File: src/rtl/sd_input_ctrl.sv
// Sigma-delta channel input control: synchronises modulator data/clock pins, selects the
// sampling event per mode, strobes one bit per sample and watchdogs the modulator clock.
module sd_input_ctrl #(
  parameter int SYNC_STAGES = 2,
  parameter int WDT_LIMIT   = 255,
  parameter int WDT_W       = 8
) (
  input  logic       SYSCLK,
  input  logic       SYSRSTn,
  input  logic       DSDIN,
  input  logic       SDCLK,
  input  logic       icu_en,
  input  logic [1:0] icu_mod_reg,
  input  logic [3:0] icu_div_reg,
  output logic       sd_bit,
  output logic       sd_valid,
  output logic       clk_err,
  output logic       icu_err_signal
);

  localparam logic [1:0] MOD_RISE = 2'd0;
  localparam logic [1:0] MOD_BOTH = 2'd1;
  localparam logic [1:0] MOD_FALL = 2'd2;
  localparam logic [1:0] MOD_DIV  = 2'd3;

  localparam logic [WDT_W-1:0] WDT_MAX = WDT_W'(WDT_LIMIT);

  logic [SYNC_STAGES-1:0] d_sync;
  logic [SYNC_STAGES-1:0] c_sync;
  logic                   c_h;
  logic [1:0]             mod_q;
  logic [3:0]             div_cnt;
  logic [WDT_W-1:0]       wdt_cnt;

  logic       d_s;
  logic       c_s;
  logic       rise;
  logic       fall;
  logic       valid_ev;
  logic       mod_chg;
  logic [WDT_W-1:0] wdt_nxt;

  assign d_s     = d_sync[SYNC_STAGES-1];
  assign c_s     = c_sync[SYNC_STAGES-1];
  assign rise    = c_s & ~c_h;
  assign fall    = ~c_s & c_h;
  assign mod_chg = (icu_mod_reg != mod_q);
  assign wdt_nxt = wdt_cnt + WDT_W'(1);

  always_comb begin
    valid_ev = 1'b0;
    case (icu_mod_reg)
      MOD_RISE: valid_ev = rise;
      MOD_BOTH: valid_ev = rise | fall;
      MOD_FALL: valid_ev = fall;
      default:  valid_ev = 1'b0;
    endcase
  end

  // Synchronisers and edge history run regardless of enable so that a re-enable never
  // sees a stale edge.
  always_ff @(posedge SYSCLK or negedge SYSRSTn) begin
    if (!SYSRSTn) begin
      d_sync <= '0;
      c_sync <= '0;
      c_h    <= 1'b0;
      mod_q  <= 2'd0;
    end else begin
      d_sync <= {d_sync[SYNC_STAGES-2:0], DSDIN};
      c_sync <= {c_sync[SYNC_STAGES-2:0], SDCLK};
      c_h    <= c_s;
      mod_q  <= icu_mod_reg;
    end
  end

  always_ff @(posedge SYSCLK or negedge SYSRSTn) begin
    if (!SYSRSTn) begin
      sd_bit         <= 1'b0;
      sd_valid       <= 1'b0;
      clk_err        <= 1'b0;
      icu_err_signal <= 1'b0;
      div_cnt        <= 4'd0;
      wdt_cnt        <= '0;
    end else if (!icu_en || mod_chg) begin
      sd_valid       <= 1'b0;
      clk_err        <= 1'b0;
      icu_err_signal <= 1'b0;
      div_cnt        <= 4'd0;
      wdt_cnt        <= '0;
    end else if (icu_mod_reg == MOD_DIV) begin
      clk_err        <= 1'b0;
      icu_err_signal <= 1'b0;
      wdt_cnt        <= '0;
      if (div_cnt == icu_div_reg) begin
        div_cnt  <= 4'd0;
        sd_valid <= 1'b1;
        sd_bit   <= d_s;
      end else if (div_cnt > icu_div_reg) begin
        // divide ratio lowered under the running count: restart without a strobe
        div_cnt  <= 4'd0;
        sd_valid <= 1'b0;
      end else begin
        div_cnt  <= div_cnt + 4'd1;
        sd_valid <= 1'b0;
      end
    end else begin
      div_cnt <= 4'd0;
      if (valid_ev) begin
        sd_valid       <= 1'b1;
        sd_bit         <= d_s;
        wdt_cnt        <= '0;
        clk_err        <= 1'b0;
        icu_err_signal <= 1'b0;
      end else begin
        sd_valid <= 1'b0;
        if (wdt_cnt != WDT_MAX) begin
          wdt_cnt <= wdt_nxt;
          if (wdt_nxt == WDT_MAX) begin
            clk_err        <= 1'b1;
            icu_err_signal <= 1'b1;
          end else begin
            icu_err_signal <= 1'b0;
          end
        end else begin
          icu_err_signal <= 1'b0;
        end
      end
    end
  end

endmodule

File: config.mk
export PLATFORM = sky130hd
export DESIGN_NAME = sd_input_ctrl
export DESIGN_NICKNAME = d
export VERILOG_FILES = /design/src/rtl/sd_input_ctrl.sv
export SDC_FILE = /design/constraint.sdc
export NUM_CORES = 1
export LEC_CHECK = 0
export ABC_CLOCK_PERIOD_IN_PS = 2550
export BUFFER_PORTS_ARGS = -buffer_cell sky130_fd_sc_hd__buf_2
export CAP_MARGIN = 20
export CORE_ASPECT_RATIO = 1.4
export CORE_UTILIZATION = 55
export DETAILED_ROUTE_END_ITERATION = 10
export PLACE_DENSITY = 0.84
export SYNTH_ARGS = -nofsm -noshare
export SYNTH_HDL_FRONTEND = slang
export SYNTH_SLANG_ARGS = --single-unit
File: constraint.sdc
create_clock -name SYSCLK -period 2.55 [get_ports SYSCLK]
set_clock_uncertainty 0.15 [all_clocks]
set_input_delay 0.51 -clock SYSCLK [delete_from_list [all_inputs] [get_ports SYSCLK]]
set_output_delay 0.51 -clock SYSCLK [all_outputs]
set_load 0.01 [all_outputs]
==> flow_metrics.env <==
export IMPL_fillers=171
export IMPL_drtAntennaViolNets=0
export IMPL_final_area_mm2=0.001309
export IMPL_yosysTopAreaCell="dfrtp_1"
export IMPL_slew_headroom=0.6634
export IMPL_syn_to_final_growth_pct=10.81
export IMPL_worst_pin_slew_ps=504.9
export IMPL_avgSynthCellArea_um2=11.58
export IMPL_yosysSeqAreaShare=0.4873
export IMPL_fin_setup_tns_ps=0
export IMPL_fin_crit_sh=0.7543
export IMPL_synth_area_mm2=0.001181
export IMPL_final_common_cell="dfrtp_1"
export IMPL_portBuffers=14
export IMPL_drt_first_iter_violations=12
export IMPL_power_leakage_nw=0.6074
export IMPL_ys_seq_elements=23
export IMPL_synth_cell_types=37
export IMPL_layout_common_cells="23 x dfrtp_1, 14 x buf_2, 9 x inv_1, 9 x nor2_1, 9 x ha_1"
export IMPL_finalSetupViolCount=0
export IMPL_synth_area_top_cells="dfrtp_1 49%, ha_1 9.5%, xnor2_1 4.4%, inv_1 2.9%, nor2_1 2.9%"
export IMPL_finalHoldViolCount=0
export IMPL_worstPathRequired_ps=2670
export IMPL_arrival_ps=2050
export IMPL_grt_ovfl_total=0
export IMPL_die_x_um=41.17
export IMPL_floorplan_die_height_um=56.83
export IMPL_grt_setup_unrepaired="false"
export IMPL_die_area_mm2=0.002339
export IMPL_status="complete, no violations"
export IMPL_end_kind="register"
export IMPL_wl_per_cell_um=14.60
export IMPL_min_period_ps=1924
export IMPL_nets=141
export IMPL_cts_resized=0
export IMPL_cts_inserted_buffers=3
export IMPL_netlist_area_leader_share=0.4873
export IMPL_clkSinkCount=23
export IMPL_pwr_density_cell_mw_per_mm2=478.5
export IMPL_drt_vias_per_instance=5.582
export IMPL_cts_reportedPaths_clkPinSlew_ps=120
export IMPL_rows=19
export IMPL_final_core_util=0.6554
export IMPL_ctsHoldBuffers=1
export IMPL_final_max_slew_viol_count=0
export IMPL_hp_class="in -> reg"
export IMPL_clock_path_buffers=2
export IMPL_yosys_warnings=0
export IMPL_path_class="reg -> reg"
export IMPL_irDropWorstVdd_uv=456.6
export IMPL_wirelength_mm=2.059
export IMPL_final_cells=141
export IMPL_place_congestion=0.7973
export IMPL_dr_total_vias=787
export IMPL_antenna_found_initial=0
export IMPL_place_area_mm2=0.001272
export IMPL_grt_usage=0.2026
export IMPL_synth_cells=102
export IMPL_total_power_mw=0.6263
export IMPL_dp_cells=136
export IMPL_ios=15
export IMPL_dr_pass1_iters=4
export IMPL_grt_start_max_net_pins=24
export IMPL_cap_viol_max_count=0
export IMPL_core_area_mm2=0.001997
export IMPL_start_kind="register"
export IMPL_hpwlAfterDp_mm=1.550
export IMPL_cts_tree="yes"
export IMPL_htreeDepth=1
export IMPL_post_cts_buffers=0
export IMPL_grt_pass1_wl_mm=3.187
export IMPL_fmax_ghz=0.5199
export IMPL_clockRootBuffer="clkbuf_4"
export IMPL_drc_errors=0
export IMPL_clock_latency_ps=320
export IMPL_layout_drive_gt1_share=0.2167
export IMPL_cp_max_fo=10
export IMPL_num_antenna_cells=0
export IMPL_grt_pass1_vias=816
export IMPL_synth_fp_nets=122
export IMPL_start_util=0.5915
==> path summary, 6_finish.rpt <==
| kind | startpoint | end | slack, ps | cells past startpoint |
|---|---|---|---|---|
| worst min register to register | c_sync[0] | c_sync[1] | 210 | 0 |
| worst min-delay path | DSDIN | d_sync[0] | 130 | 1 |
| max in group asynchronous | SYSRSTn | mod_q[0] | 1390 | 2 |
| worst max-delay path | c_sync[1] | clk_err | 630 | 6 |
| worst max register to register | c_sync[1] | clk_err | 630 | 6 |
| min in group asynchronous | SYSRSTn | wdt_cnt[4] | 520 | 2 |
==> metal layers <==
layer / global-route usage / part of all wire
met1: 0.1931 / 0.38
met2: 0.3772 / 0.58
met3: 0.02372 / 0.014
met4: 0.09677 / 0.027
met5: 0 / 0
==> area by class of cell <==
cell class              instances  area [µm²]  share of cell area
repair buffers                 15       80.08             0.06119
inverters                       9       33.78             0.02581
multi-input cells              69       566.8              0.4331
clock buffers                   4       26.28             0.02008
flip-flops and latches         23       575.6              0.4398
well taps                      21       26.28             0.02008
==> cell usage after synthesis <==
cell type	instances
or2_1	1
ha_1	9
xor2_1	2
a21oi_1	4
nor3b_4	1
o211ai_1	1
o21ai_1	1
dfrtp_1	23
nor2b_1	4
a211oi_2	1
and3b_1	1
a31oi_1	1
and4_2	1
nand2_2	1
inv_1	9
a211oi_1	2
mux2i_1	1
o21ba_1	1
and3_4	1
nand4_1	2
a311oi_1	1
a21boi_0	1
nand3b_1	1
o32ai_4	1
a41oi_1	1
mux2_4	1
nand3_2	1
nand2_1	6
a2111oi_4	1
buf_2	1
xnor2_1	6
or3_1	1
nor3_1	1
nor2_1	9
nand2b_1	1
and2b_1	1
nand3_1	1
==> flip-flops by register name, indices dropped and copies added (netlist names) <==
| name | count |
|---|---|
| wdt_cnt | 8 |
| div_cnt | 4 |
| c_sync | 2 |
| d_sync | 2 |
| mod_q | 2 |
| c_h | 1 |
| clk_err | 1 |
| icu_err_signal | 1 |
| sd_bit | 1 |
| sd_valid | 1 |
==> cell families (layout without fill, tap and decap cells) <==
group	Yosys count	count (layout)	synth area share
AO/OA/AOI/OAI	16	16	0.1324
XOR/XNOR	8	8	0.05932
adder cells (fa/ha/maj)	9	9	0.09534
buffers and inverters	10	28	0.03283
flip-flops	23	23	0.4873
multiplexers	2	2	0.02118
AND/OR/NAND/NOR	34	34	0.1716
==> metrics by stage <==
stage	setup WS [ps]	hold slack, ps
global placement	625.2	182.5
CTS	581.8	127.7
global route	501.0	126.4
detailed placement	570.8	188.7
finish	626.4	131.2
floorplan	736.8	64.41
==> report_power, final <==
| group | switching (mW) | internal [mW] | leakage (nW) |
|---|---|---|---|
| logic | 0.0348 | 0.0347 | 0.290 |
| registers | 0.00710 | 0.378 | 0.303 |
| clock network | 0.111 | 0.0614 | 0.0150 |
==> critical path, stage by stage, from the launching register on <==
cell and delay [ps]:
dfrtp_1 390, inv_1 50, ha_1 260, and2b_1 200
o32ai_4 350, nand2_2 210, o21ba_1 260
Note: power is estimated with default switching activity, not from simulation.
